[config.mk]
export PLATFORM = sky130hd
export DESIGN_NAME = handshake_tx_flat
export DESIGN_NICKNAME = d
export VERILOG_FILES = /design/src/rtl/handshake_tx_pkg.sv /design/src/rtl/handshake_tx_if.sv /design/src/rtl/handshake_tx_fifo.sv /design/src/rtl/handshake_tx.sv /design/src/flat_wrapper.sv
export SDC_FILE = /design/constraint.sdc
export NUM_CORES = 1
export LEC_CHECK = 0
export ABC_AREA = 0
export ABC_CLOCK_PERIOD_IN_PS = 5670
export CAP_MARGIN = 15
export CORE_MARGIN = 2
export CORE_UTILIZATION = 50
export DETAILED_ROUTE_END_ITERATION = 8
export PLACE_DENSITY_LB_ADDON = 0.08
export SETUP_SLACK_MARGIN = 0.1
export SLEW_MARGIN = 20
export SYNTH_ARGS = -nofsm -noshare
export SYNTH_HDL_FRONTEND = slang
export SYNTH_SLANG_ARGS = --single-unit
[constraint.sdc]
create_clock -name CLK -period 5.67 [get_ports CLK]
set_input_delay 0.8505 -clock CLK [delete_from_list [all_inputs] [get_ports CLK]]
set_output_delay 0.8505 -clock CLK [all_outputs]
set_load 0.01 [all_outputs]
[src/rtl/handshake_tx_pkg.sv]
// Shared types for the handshake_tx ready/valid transmitter: FSM states,
// the queued entry layout at the default operand width, and the tag helper.
package handshake_tx_pkg;

  localparam int DEFAULT_WIDTH = 4;

  typedef enum logic {
    IDLE = 1'b0,
    SEND = 1'b1
  } state_t;

  typedef struct packed {
    logic                     tag;
    logic [DEFAULT_WIDTH-1:0] in2;
    logic [DEFAULT_WIDTH-1:0] in1;
  } entry_t;

  // Tag is the OR-reduction of operand A; callers zero-extend, which leaves the OR unchanged.
  function automatic logic calc_tag(input logic [63:0] operand);
    return |operand;
  endfunction

endpackage

[src/rtl/handshake_tx_if.sv]
// Downstream ready/valid bus of handshake_tx: the transmitter drives the
// master side, the monitored RTL (or a bench) sits on the slave side.
interface handshake_tx_if #(
  parameter int WIDTH = 4
);

  logic               handshake_valid;
  logic               handshake_ready;
  logic [2*WIDTH-1:0] out_data;
  logic               out;

  modport master (
    output handshake_valid,
    output out_data,
    output out,
    input  handshake_ready
  );

  modport slave (
    input  handshake_valid,
    input  out_data,
    input  out,
    output handshake_ready
  );

endinterface

[src/rtl/handshake_tx_fifo.sv]
// DEPTH-entry circular queue for handshake_tx; occupancy includes the head
// currently presented downstream, and flush keeps only that head.
module handshake_tx_fifo #(
  parameter  int DEPTH   = 4,
  parameter  int ENTRY_W = 9,
  localparam int PTR_W   = $clog2(DEPTH),
  localparam int CNT_W   = $clog2(DEPTH + 1)
) (
  input  logic               CLK,
  input  logic               ASYNCRESET,
  input  logic               push,
  input  logic               pop,
  input  logic               flush,
  input  logic [ENTRY_W-1:0] push_data,
  output logic [ENTRY_W-1:0] next_data,
  output logic [CNT_W-1:0]   count,
  output logic               full
);

  logic [ENTRY_W-1:0] mem [DEPTH];
  logic [PTR_W-1:0]   rd_ptr;
  logic [PTR_W-1:0]   wr_ptr;
  logic               write_en;

  assign write_en  = push && !flush;
  assign full      = (count == CNT_W'(DEPTH));
  assign next_data = mem[rd_ptr + PTR_W'(1)];

  // NOTE: storage has no reset; count gates every read, so stale contents are never presented.
  always_ff @(posedge CLK) begin
    if (write_en) begin
      mem[wr_ptr] <= push_data;
    end
  end

  // NOTE: sequential state uses non-blocking assignments so every register samples pre-edge values.
  always_ff @(posedge CLK or posedge ASYNCRESET) begin
    if (ASYNCRESET) begin
      rd_ptr <= '0;
      wr_ptr <= '0;
      count  <= '0;
    end else begin
      if (pop) begin
        rd_ptr <= rd_ptr + PTR_W'(1);
      end
      if (flush) begin
        // Only the presented head survives, and only if it is not being consumed now.
        wr_ptr <= (count != '0) ? rd_ptr + PTR_W'(1) : rd_ptr;
        count  <= ((count != '0) && !pop) ? CNT_W'(1) : '0;
      end else begin
        if (push) begin
          wr_ptr <= wr_ptr + PTR_W'(1);
        end
        case ({push, pop})
          2'b10:   count <= count + CNT_W'(1);
          2'b01:   count <= count - CNT_W'(1);
          default: count <= count;
        endcase
      end
    end
  end

endmodule

[src/rtl/handshake_tx.sv]
// Ready/valid transmitter: queues {in2, in1} beats and presents them downstream
// with a stable valid; define HANDSHAKE_TX_ASSERT_EN to embed protocol checkers.
module handshake_tx
  import handshake_tx_pkg::*;
#(
  parameter  int WIDTH   = DEFAULT_WIDTH,
  parameter  int DEPTH   = 4,
  parameter  int TIMEOUT = 15,
  localparam int CNT_W   = $clog2(DEPTH + 1)
) (
  input  logic               CLK,
  input  logic               ASYNCRESET,
  input  logic               in_valid,
  output logic               in_ready,
  input  logic [WIDTH-1:0]   in1,
  input  logic [WIDTH-1:0]   in2,
  input  logic               flush,
  handshake_tx_if.master     hs,
  output logic [CNT_W-1:0]   count,
  output logic               stall_timeout
);

  // Same layout as entry_t, sized by this instance's WIDTH.
  typedef struct packed {
    logic             tag;
    logic [WIDTH-1:0] in2;
    logic [WIDTH-1:0] in1;
  } beat_t;

  localparam int               ENTRY_W   = $bits(beat_t);
  localparam int               ST_W      = $clog2(TIMEOUT + 1);
  localparam logic [ST_W-1:0]  STALL_MAX = ST_W'(TIMEOUT);

  state_t          state;
  state_t          state_next;
  beat_t           push_beat;
  beat_t           next_beat;
  beat_t           head_q;
  logic            valid;
  logic            push;
  logic            pop;
  logic            full;
  logic            load_push;
  logic            load_next;
  logic [ST_W-1:0] stall_cnt;
  logic [ST_W-1:0] stall_next;

  assign in_ready  = !full;
  assign push      = in_valid && in_ready;
  assign valid     = (state == SEND);
  assign pop       = valid && hs.handshake_ready;
  assign push_beat = '{tag: calc_tag(64'(in1)), in2: in2, in1: in1};

  handshake_tx_fifo #(
    .DEPTH   (DEPTH),
    .ENTRY_W (ENTRY_W)
  ) u_fifo (
    .CLK        (CLK),
    .ASYNCRESET (ASYNCRESET),
    .push       (push),
    .pop        (pop),
    .flush      (flush),
    .push_data  (push_beat),
    .next_data  (next_beat),
    .count      (count),
    .full       (full)
  );

  always_ff @(posedge CLK or posedge ASYNCRESET) begin
    if (ASYNCRESET) begin
      state <= IDLE;
    end else begin
      state <= state_next;
    end
  end

  // NOTE: every output of this block gets a default first, so no path can infer a latch.
  always_comb begin
    state_next = state;
    load_push  = 1'b0;
    load_next  = 1'b0;
    case (state)
      IDLE: begin
        if (push && !flush) begin
          state_next = SEND;
          load_push  = 1'b1;
        end
      end
      SEND: begin
        if (pop) begin
          if (flush) begin
            state_next = IDLE;
          end else if (count > CNT_W'(1)) begin
            load_next = 1'b1;
          end else if (push) begin
            // Bypass keeps the stream bubble-free when the queue held only the head.
            load_push = 1'b1;
          end else begin
            state_next = IDLE;
          end
        end
      end
      default: state_next = IDLE;
    endcase
  end

  always_ff @(posedge CLK or posedge ASYNCRESET) begin
    if (ASYNCRESET) begin
      head_q <= '0;
    end else if (load_push) begin
      head_q <= push_beat;
    end else if (load_next) begin
      head_q <= next_beat;
    end
  end

  always_comb begin
    stall_next = '0;
    if (valid && !hs.handshake_ready) begin
      stall_next = (stall_cnt == STALL_MAX) ? stall_cnt : stall_cnt + ST_W'(1);
    end
  end

  always_ff @(posedge CLK or posedge ASYNCRESET) begin
    if (ASYNCRESET) begin
      stall_cnt     <= '0;
      stall_timeout <= 1'b0;
    end else begin
      stall_cnt     <= stall_next;
      stall_timeout <= (stall_next == STALL_MAX);
    end
  end

  assign hs.handshake_valid = valid;
  assign hs.out_data        = {head_q.in2, head_q.in1};
  assign hs.out             = head_q.tag;

`ifdef HANDSHAKE_TX_ASSERT_EN
  a_hold_stable: assert property (@(posedge CLK) disable iff (ASYNCRESET)
    valid && !hs.handshake_ready |=> valid && $stable(hs.out_data) && $stable(hs.out));

  a_no_push_full: assert property (@(posedge CLK) disable iff (ASYNCRESET)
    !(push && (count == CNT_W'(DEPTH))));

  a_count_bound: assert property (@(posedge CLK) disable iff (ASYNCRESET)
    count <= CNT_W'(DEPTH));

  a_timeout_valid: assert property (@(posedge CLK) disable iff (ASYNCRESET)
    stall_timeout |-> valid);
`else
  // Checkers excluded from this build; datapath and control are unaffected.
`endif

endmodule

[src/flat_wrapper.sv]
// flat-port wrapper written by rule: the top's interface ports become plain ports
module handshake_tx_flat import handshake_tx_pkg::*;
#(
  parameter  int WIDTH   = DEFAULT_WIDTH,
  parameter  int DEPTH   = 4,
  parameter  int TIMEOUT = 15,
  localparam int CNT_W   = $clog2(DEPTH + 1)
)
  (CLK, ASYNCRESET, in_valid, in_ready, in1, in2, flush, count, stall_timeout, hs_handshake_valid, hs_out_data, hs_out, hs_handshake_ready);
  handshake_tx_if #(.WIDTH(WIDTH)) hs_i ();
  input  logic CLK;
  input  logic ASYNCRESET;
  input  logic in_valid;
  output logic in_ready;
  input  logic [WIDTH-1:0] in1;
  input  logic [WIDTH-1:0] in2;
  input  logic flush;
  output logic [CNT_W-1:0] count;
  output logic stall_timeout;
  output wire logic [$bits(hs_i.handshake_valid)-1:0] hs_handshake_valid;
  output wire logic [$bits(hs_i.out_data)-1:0] hs_out_data;
  output wire logic [$bits(hs_i.out)-1:0] hs_out;
  input wire logic [$bits(hs_i.handshake_ready)-1:0] hs_handshake_ready;
  assign hs_handshake_valid = hs_i.handshake_valid;
  assign hs_out_data = hs_i.out_data;
  assign hs_out = hs_i.out;
  assign hs_i.handshake_ready = hs_handshake_ready;
  handshake_tx #(.WIDTH(WIDTH), .DEPTH(DEPTH), .TIMEOUT(TIMEOUT)) u_core (.CLK(CLK), .ASYNCRESET(ASYNCRESET), .in_valid(in_valid), .in_ready(in_ready), .in1(in1), .in2(in2), .flush(flush), .hs(hs_i), .count(count), .stall_timeout(stall_timeout));
endmodule
* After elaboration in Yosys (flattened, before gate mapping) *
Memory sizes are Yosys's and may differ from the RTL's.
Cells that the tools add are included.

word-level totals
  bits in registers = 22
  RAM bits = 36
  input port bits = 13
  output and inout port bits = 15
  logic and storage cells = 61
  memories = 1

memory list
  name               depth  bits a word  rd ports  clocked after Yosys merged registers in  wr ports  line                     RTL
  u_core.u_fifo.mem  4      9            1         0                                        1         handshake_tx_fifo.sv:20  logic [ENTRY_W-1:0] mem [DEPTH];

operators by class
  add/subtract/negate cells = 5
  $lt $le $gt $ge = 1
  eq/ne operators = 5
  multiplexer cells = 25
  bitwise operators = 1
  reductions and logical operators = 14

operators by type and width
  operator                                            count
  two-way mux 9 bit                                   2
  two-way mux 1 bit                                   14
  == test 4 bit, second input constant                2
  two-way mux 4 bit                                   2
  two-way mux 2 bit                                   3
  one-hot mux 3 bit (2 select lines)                  1
  nonzero test 3 bit                                  2
  logical AND 1 bit                                   5
  adder 2 x 1 -> 2 bit, second input constant         2
  adder 4 x 1 -> 4 bit, second input constant         1
  logical NOT 1 bit                                   4
  one-hot mux 1 bit (2 select lines)                  2
  nonzero test 2 bit                                  2
  OR reduction 4 bit                                  1
  adder 3 x 1 -> 3 bit, second input constant         1
  == test 3 bit, second input constant                1
  > comparator 3 x 1 -> 1 bit, second input constant  1
  two-way mux 3 bit                                   1
  subtractor 3 x 1 -> 3 bit, second input constant    1
  == test 2 x 1 -> 1 bit, second input constant       1
  == test 2 bit, second input constant                1
  inverter 1 bit                                      1

* Depth between registers and ports, before layout *
Gate-level depths: netlist of run 1.

  depth in word-level cells = 9
  depth in mapped cells = 8
  mapped depth without buffers = 6

* Modules after synthesis *
From an unflattened synthesis of run 1, not the netlist that was laid out.

second synthesis, totals
  cell total of the unflattened synthesis = 182
  area, all modules = 2606.2 um^2

by module, submodules not included
  module             instances  cells an instance  area each (um^2)  seq. area each (um^2)
  handshake_tx_fifo  1          98                 1810.5            1256.2
  handshake_tx       1          84                 795.8             375.4

* Worst setup path after synthesis of run 1 *
Ideal clock, no wire load.

  kind = input to register
  start point = input in_valid
  end point = memory u_core.u_fifo.mem[0][0], enable pin
  library setup time = 0.337 ns
  arrival = 1.799 ns
  data required time = 5.333 ns
  path slack = 3.534 ns
  stages = 5
  path buffers = 2
  cell sequence = a21bo_1 buf_4 nor2_2 buf_2 and2_1

on the way
  word-level cells in the longest chain between the ends = 4

RTL lines
  element                                  line                     RTL
  from (decl)                              flat_wrapper.sv:13       input logic in_valid;
  logical AND 1 bit                        handshake_tx.sv:49       assign push = in_valid && in_ready;
  logical AND 1 bit                        handshake_tx_fifo.sv:25  assign write_en = push && !flush;
  two-way mux 1 bit                        handshake_tx_fifo.sv:31  if (write_en) begin
  two-way mux 1 bit (not written as such)  handshake_tx_fifo.sv:32  mem[wr_ptr] <= push_data;
  to (decl)                                handshake_tx_fifo.sv:20

Every way passes these cells.

* Worst setup path after layout of run 1 *
  start point = register u_core.u_fifo.count[0]
  end point = output in_ready

on the way
  word-level cells in the longest chain between the ends = 2

RTL lines
  element                 line                     RTL
  from (decl)             handshake_tx_fifo.sv:16  output logic [CNT_W-1:0] count,
  from (signal assigned)  handshake_tx_fifo.sv:49  count <= ((count != '0) && !pop) ? CNT_W'(1) : '0;
  from (signal assigned)  handshake_tx_fifo.sv:55  2'b10: count <= count + CNT_W'(1);
  from (signal assigned)  handshake_tx_fifo.sv:56  2'b01: count <= count - CNT_W'(1);
  == test 3 bit           handshake_tx_fifo.sv:26  assign full = (count == CNT_W'(DEPTH));
  logical NOT 1 bit       handshake_tx.sv:48       assign in_ready = !full;
  to (decl)               flat_wrapper.sv:14       output logic in_ready;

Every way passes these cells.

==> flow_metrics.tcl, run 1 <==
set metrics [dict create \
    final_cells 295 \
    worstMarginPinSlew_ns 0.849 \
    synth_cell_types 43 \
    hpwl_um 3920 \
    max_cap_viol_count 0 \
    rsz0062_at_grt "false" \
    cts-buffers-inserted 9 \
    cts_buffer_depth 2 \
    worstSetupPathType "reg -> out" \
    clockRootBuffer "clkbuf_8" \
    finalCriticalPeriod_ns 2.71 \
    min_period_over_period_pct 47.8 \
    clkLatencyLatePin_ns 0.35 \
    start_util_pct 52.1 \
    clk_pin_slew_ns 0.07 \
    skew_ns 0.00969 \
    fp-row-count 26 \
    place_area_um2 2970 \
    synth_edf_count 36 \
    die_h_um 77.2 \
    synth_top_area_cell "edfxtp_1" \
    seq_area_frac_synth_pct 60.9 \
    final_area_um2 3170 \
    synth-async-reset-ratio_pct 37.9 \
    gp_congestion 0.814 \
    grt_pass1_wl_um 9270 \
    required_ns 4.82 \
    cts_tree "yes" \
    syn_inst 193 \
    regArea_um2 1630 \
    h-tree-depth 3 \
    port_buffers 27 \
    synth_area_leaders "edfxtp_1, dfrtp_1, mux4_2" \
    hold_violations 0 \
    cts_setup_buffers 0 \
    vias 1723 \
    track_usage_pct 20.9 \
    p_leak_uw 0.00116 \
    drtPass1Iterations 4 \
    fill_cells 404 \
    grt_overflow 0 \
    finalPower_uw 1500 \
    coreArea_um2 5140 \
    fmax_mhz 369 \
    yosys_warnings 0 \
    synth-main-ff-cell "edfxtp_1" \
    synth_top_area_share_pct 40.4 \
    place_inst 279 \
    setup-violations-final 0 \
    viasPerCell 5.84 \
    avgSynthCellArea_um2 13.9 \
    slew_headroom_pct 43.4 \
    tns_ns 0 \
    nets 242 \
    irDropWorstVdd_uv 327 \
    wl_per_cell_um 18.7 \
    drtAntennaViolNets 0 \
    grt_max_degree 23 \
    endpoint_kind "output port" \
    hold_class "reg -> reg" \
    yosys-top-cells-count "edfxtp_1, dfrtp_1, a31oi_1" \
    dieArea_um2 5960 \
    die_x_um 77.2 \
    multi_input_area_um2 951 \
    drcViolationCount 0 \
    grt_antenna_before_repair 0 \
    syn_area_um2 2680 \
    path_max_fanout 6 \
    yosysMostFrequentCell "edfxtp_1" \
    clkSinkCount 58 \
    p_per_area_nw_per_um2 471 \
    cp_data_arrival_time_ns 1.86 \
    n_antenna_cell 0 \
    grt_pass1_vias 1748 \
    synth_nets 215 \
    cts-hold-fix-buffers 0 \
    status "complete, no violations" \
    io_pins 28 \
    syn_to_final_growth_pct 18.4 \
    startpoint_type "register" \
    drive_gt1_share_pct 13.3 \
    ys_ff_latch 58 \
    totalWireLength_um 5510 \
    final_util_pct 61.7 \
    drtIter0Drc 223 \
    timing.final.max_slew_violations 0 \
    post_cts_resized 0 \
]
-- worst max-delay path, stage by stage, from the launching register on --
cell,delay (ns)
dfrtp_1,0.46
inv_1,0.09
ha_1,0.25
nand2_1,0.15
clkdlybuf4s50_1,0.55
-- per-layer routing --
layer  share of wire (%)  track usage [%]  up-vias
met5                   0                0        -
met4                 2.3             10.4        0
met3                 5.4             5.65       12
met2                  41             26.5       67
met1                  51             32.5      856
li1                    -                -      788
-- registers in the layout, summed over array words and instances (netlist names) --
signal and cells:
u_core.u_fifo.count 3, u_core.u_fifo.rd_ptr 2, u_core.hs.out_data 8, u_core.stall_cnt 4, u_core.u_fifo.mem 36, u_core.u_fifo.wr_ptr 2, u_core.hs.handshake_valid 1, u_core.hs.out 1
u_core.stall_timeout 1
-- per-stage QoR --
stage	hold slack [ns]	setup WS, ns
2_1_floorplan	0.526	3.53
3_3_place_gp	0.545	2.77
3_5_place_dp	0.551	2.64
4_1_cts	0.566	2.93
5_1_grt	0.617	2.82
6_report	0.562	2.96
-- cell families (layout without fill, tap and decap cells) --
group                      count (synthesis)  after routing  share of synthesized area, %
DFF                                       58             58                          60.9
AOI/OAI and AO/OA                         46             46                          11.3
and+or+nand+nor                           40             40                          8.36
buffers and inverters                     19             51                          3.60
muxes                                     11             11                          8.31
adders and majority gates                 10             10                          4.62
xor gates and xnor gates                   9              9                          2.94
-- layout make-up --
cell class,instances,share of cell area (%)
Sequential cell,58,51.4
Multi-Input combinational cell,116,30.0
Inverter,8,0.946
Clock buffer,9,3.90
Timing Repair Buffer,27,8.52
Tap cell,70,2.76
Clock inverter,7,2.48
-- worst paths after layout --
path / start / endpoint / slack [ns] / depth (start not counted)
max: u_core.u_fifo.count[0] / in_ready / 2.96 / 4
min in group asynchronous: ASYNCRESET / u_core.u_fifo.rd_ptr[0] / 0.97 / 2
min reg2reg: u_core.hs.out_data[1] / u_core.hs.out_data[1] / 0.56 / 2
max in group asynchronous: ASYNCRESET / u_core.hs.out_data[7] / 4.16 / 2
min: u_core.hs.out_data[1] / u_core.hs.out_data[1] / 0.56 / 2
max reg2reg: u_core.u_fifo.count[0] / u_core.u_fifo.mem[1][8] / 3.25 / 5
-- cells in the final DEF (no fill, tap or decap), types with 2 or more instances in the layout --
cell type,instances
a211oi_1,3
a21oi_1,3
a31oi_1,18
and2_1,5
and3_1,3
clkbuf_8,9
clkdlybuf4s50_1,27
clkinv_4,2
clkinvlp_4,3
dfrtp_1,22
edfxtp_1,36
ha_1,9
inv_1,8
mux2i_1,2
mux4_2,9
nand2_1,3
nand3_1,11
nor2_1,5
nor2b_1,2
nor3_1,2
o21ai_0,10
o21ai_1,2
or3_1,2
xnor2_1,7
xor2_1,2
-- report_power, final --
group / total [uW] / leakage [uW] / internal (uW) / switching (uW)
registers: 633 / 0.000591 / 537 / 96.4
clock network: 384 / 0.0000921 / 205 / 179
logic: 478 / 0.000481 / 255 / 224
total: 1500 / 0.00116 / 996 / 499
Power figures use the tool's default switching activity.
==> run 2: changes to the inputs <==
- ABC_CLOCK_PERIOD_IN_PS: 5670 -> 2600
- clock period: 5.67 -> 2.6 ns (I/O delays scaled with it)
==> run 2 against run 1 <==
Total power grew 120%. Largest cell class unchanged. Count of clock-buffer cells in the layout up 2. Clock skew down 0.0015 ns. Via count shrank 3.4%. Critical endpoint unchanged.
==> flow_metrics.tcl, run 2 (synthesized netlist as in run 1, its figures left out) <==
set metrics [dict create \
    max_cap_viol_count 0 \
    largest_reg_flops 36 \
    worstSetupPathType "reg -> out" \
    start_util_pct 52.1 \
    dieArea_um2 5960 \
    n_antenna_cell 0 \
    die_x_um 77.2 \
    multi_input_area_um2 951 \
    rr_worst_depth 5 \
    hold_violations 0 \
    syn_to_final_growth_pct 20.5 \
    nets 247 \
    layout_common_cells "edfxtp_1, clkdlybuf4s50_1, dfrtp_1, a31oi_1, nand3_1" \
    setup-violations-final 0 \
    worstMarginPinSlew_ns 0.831 \
    crit_buf_inv 2 \
    status "complete, no violations" \
    required_ns 2.21 \
    h-tree-depth 3 \
    grt_pass1_wl_um 8650 \
    track_usage_pct 19.6 \
    drtIter0Drc 129 \
    regMostFlops "u_core.u_fifo.mem" \
    wl_per_cell_um 17.4 \
    clkLatencyLatePin_ns 0.33 \
    regArea_um2 1630 \
    fill_cells 427 \
    timing.final.max_slew_violations 0 \
    final_cells 300 \
    rsz0062_at_grt "false" \
    grt_max_degree 23 \
    clk_pin_slew_ns 0.07 \
    drtPass1Iterations 4 \
    grt_pass1_vias 1659 \
    clockRootBuffer "clkbuf_8" \
    cts_setup_buffers 0 \
    critPathSlowestCell "clkdlybuf4s50_1" \
    fp-row-count 26 \
    cts_tree "yes" \
    slew_headroom_pct 44.6 \
    clkSinkCount 58 \
    totalWireLength_um 5210 \
    final_common_cell "edfxtp_1" \
    grt_overflow 0 \
    skew_ns 0.00818 \
    cts-buffers-inserted 9 \
    holdWs_ns 0.521 \
    cp_data_arrival_time_ns 1.81 \
    cts-hold-fix-buffers 0 \
    tns_ns 0 \
    coreArea_um2 5140 \
    gp_congestion 0.782 \
    place_inst 284 \
    endpoint_kind "output port" \
    hpwl_um 3770 \
    drcViolationCount 0 \
    cts_buffer_depth 2 \
    min_period_over_period_pct 84.8 \
    finalCriticalPeriod_ns 2.20 \
    die_h_um 77.2 \
    cp_top_family "buffers and inverters" \
    crit_cells 4 \
    viasPerCell 5.55 \
    io_pins 28 \
    path_max_fanout 6 \
    cp_cell_sequence "inv_1 > ha_1 > nand2_1 > clkdlybuf4s50_1" \
    cpPeakStageDelay_ns 0.55 \
    fmax_mhz 454 \
    post_cts_resized 0 \
    drive_gt1_share_pct 14.8 \
    grt_antenna_before_repair 0 \
    p_leak_uw 0.00120 \
    vias 1665 \
    irDropWorstVdd_uv 553 \
    hold_class "in -> async" \
    startpoint_type "register" \
    p_per_area_nw_per_um2 1040 \
    drtAntennaViolNets 0 \
    port_buffers 27 \
]
==> run 2: final timing paths <==
path / to / slack [ns] / startpoint
worst max-delay path: in_ready / 0.40 / u_core.u_fifo.count[1]
worst min-delay path: u_core.hs.handshake_valid / 0.52 / ASYNCRESET
worst max register to register: u_core.u_fifo.mem[2][5] / 0.50 / u_core.u_fifo.count[1]
worst min register to register: u_core.hs.out_data[5] / 0.55 / u_core.hs.out_data[5]
max in group asynchronous: u_core.hs.out_data[6] / 1.56 / ASYNCRESET
min in group CLK: u_core.hs.out_data[5] / 0.55 / u_core.hs.out_data[5]
==> run 2: per-layer routing <==
metal	wire (um)	part of all wire, %	GRT usage [%]	up-vias
met5	0	0	0	-
met4	44	0.84	6.43	0
met1	2600	50	29.6	818
li1	-	-	-	798
met3	273	5.2	5.88	5
met2	2300	44	27.1	44
==> run 2: area by class of cell <==
type,instances,area share (%)
clock inverter,5,2.40
clock buffer,11,4.38
multi-input combinational,116,29.5
sequential,58,50.6
inverter,8,0.931
timing repair buffer,32,9.54
tap,70,2.71
==> run 2: report_power, final <==
part	internal [uW]	total, uW	switching, uW
clock network	562	908	345
logic	573	1060	489
registers	1170	1370	205
==> run 2: worst register-to-register path, delay by kind of cell, from the launching register on <==
family                   cells  cell delay (ns)
flip-flops                   1             0.43
AND/OR/NAND/NOR              2             0.62
adder cells (fa/ha/maj)      1             0.24
buffers and inverters        1             0.12
AO/OA/AOI/OAI                1             0.32
==> run 2: per-stage QoR <==
| stage | util, % | area (um^2) | power (uW) | setup WS (ns) |
|---|---|---|---|---|
| after floorplan | - | 2680 | 2060 | 0.533 |
| after global placement | 58.5 | 3010 | 2440 | 0.359 |
| after detailed placement | 58.5 | 3010 | 2460 | 0.291 |
| after CTS | 62.8 | 3230 | 3380 | 0.371 |
| after global routing | 62.8 | 3230 | 3560 | 0.231 |
| final | 62.8 | 3230 | 3340 | 0.396 |
==> run 3: changes to the inputs <==
- ABC_CLOCK_PERIOD_IN_PS: 2600 -> 1900
- clock period: 2.6 -> 1.9 ns (I/O delays scaled with it)
==> run 3 against run 2 <==
First-iteration DRC count is 53% lower. Global-route usage is 2.0 points higher. Final cell count increased by 6.7%. Die area unchanged. Critical path depth unchanged. Design area is 6.0% higher. Register-to-register slack worse by 0.31 ns. Total power grew 40%. Sequential power increased by 33%. Largest power group unchanged.
==> flow_metrics.tcl, run 3 (synthesized netlist as in run 1, its figures left out) <==
set metrics [dict create \
    timing.final.max_slew_violations 0 \
    die_h_um 77.2 \
    rr_worst_depth 7 \
    layout_common_cells "edfxtp_1, clkdlybuf4s50_1, buf_4, dfrtp_1, a31oi_1" \
    cts-hold-fix-buffers 0 \
    status "complete, no violations" \
    endpoint_kind "output port" \
    grt_pass1_vias 1912 \
    worstReg2RegEnd "u_core.hs.out" \
    clkLatencyLatePin_ns 0.34 \
    nets 267 \
    totalWireLength_um 5820 \
    r2r-start "u_core.u_fifo.count[0]" \
    drcViolationCount 0 \
    cts-buffers-inserted 9 \
    clk_pin_slew_ns 0.07 \
    cp_data_arrival_time_ns 1.43 \
    die_x_um 77.2 \
    skew_ns 0.00970 \
    min_period_over_period_pct 90.2 \
    syn_to_final_growth_pct 27.7 \
    rsz0062_at_grt "false" \
    viasPerCell 5.65 \
    worstMarginPinSlew_ns 0.645 \
    grt_overflow 0 \
    drtIter0Drc 60 \
    n_antenna_cell 0 \
    regMostFlops "u_core.u_fifo.mem" \
    hold_class "in -> async" \
    cts_buffer_depth 2 \
    finalCriticalPeriod_ns 1.71 \
    slew_headroom_pct 57.0 \
    drive_gt1_share_pct 27.2 \
    cts_tree "yes" \
    irDropWorstVdd_uv 1000 \
    grt_pass1_wl_um 9480 \
    final_util_pct 66.6 \
    grt_antenna_before_repair 0 \
    required_ns 1.62 \
    largest_reg_flops 36 \
    final_common_cell "edfxtp_1" \
    worstSetupPathType "reg -> out" \
    hpwl_um 4090 \
    clkSinkCount 58 \
    r2r_slack_ns 0.19 \
    drtAntennaViolNets 0 \
    io_pins 28 \
    h-tree-depth 3 \
    dieArea_um2 5960 \
    gp_congestion 0.777 \
    hold_violations 0 \
    p_per_area_nw_per_um2 1370 \
    grt_max_degree 23 \
    tns_ns 0 \
    setup-violations-final 0 \
    clockRootBuffer "clkbuf_8" \
    drtPass1Iterations 4 \
    fp-row-count 26 \
    p_leak_uw 0.00129 \
    finalPower_uw 4690 \
    coreArea_um2 5140 \
    path_max_fanout 4 \
    max_cap_viol_count 0 \
    port_buffers 27 \
    startpoint_type "register" \
    wl_per_cell_um 18.2 \
    track_usage_pct 21.6 \
    start_util_pct 52.1 \
    vias 1808 \
    fmax_mhz 584 \
]
==> run 3: repair_timing <==
action | CTS | global route
endpoints found under the setup margin | 2 | 13
gates resized for setup | 4 | 9
pin swaps | 0 | 2
setup buffers | 1 | 2
gates cloned | 0 | 0
==> run 3: critical path, cell delays in order (launching register included) <==
cell and delay, ns:
dfrtp_2 0.41, inv_2 0.08, ha_2 0.21, nand2_1 0.09, dlygate4sd2_1 0.30
==> run 3: how the worst max path moves through the flow <==
| stage | startpoint | to | cells past startpoint |
|---|---|---|---|
| 6_report | u_core.u_fifo.count[1] | in_ready | 4 |
| 5_1_grt | u_core.u_fifo.count[0] | u_core.hs.out_data[0] | 7 |
| 4_1_cts | u_core.u_fifo.count[1] | in_ready | 4 |
| 3_5_place_dp | in1[3] | u_core.hs.out | 4 |
| 3_3_place_gp | in1[3] | u_core.hs.out | 4 |
| 2_1_floorplan | u_core.u_fifo.count[1] | u_core.u_fifo.mem[0][0] | 7 |
==> run 3: final cells by class <==
class | instances | area (um^2)
multi-input combinational | 116 | 997
sequential | 58 | 1630
clock inverter | 5 | 53.8
inverter | 8 | 30.0
timing repair buffer | 52 | 477
clock buffer | 11 | 141
tap | 70 | 87.6
fill | 408 | 1720
==> run 3: through the flow <==
| stage | hold WS, ns | setup slack [ns] | instances | area, um^2 |
|---|---|---|---|---|
| CTS | 0.280 | 0.116 | 318 | 3360 |
| floorplan | 0.274 | 0.115 | 193 | 2700 |
| global placement | 0.529 | 0.00158 | 301 | 3150 |
| finish | 0.284 | 0.186 | 320 | 3420 |
| detailed placement | 0.545 | -0.00561 | 301 | 3150 |
| global route | 0.315 | 0.100 | 320 | 3420 |
==> run 3: report_power, final <==
part	internal [uW]	switching, uW
Sequential	1600	215
Combinational	958	797
Clock	634	480
==> run 3: metal layers <==
metal	part of all wire (%)	global-route usage (%)	up-vias
li1	-	-	848
met1	43	26.4	910
met2	50	34.8	39
met3	4.6	5.29	11
met4	1.9	12.3	0
met5	0	0	-
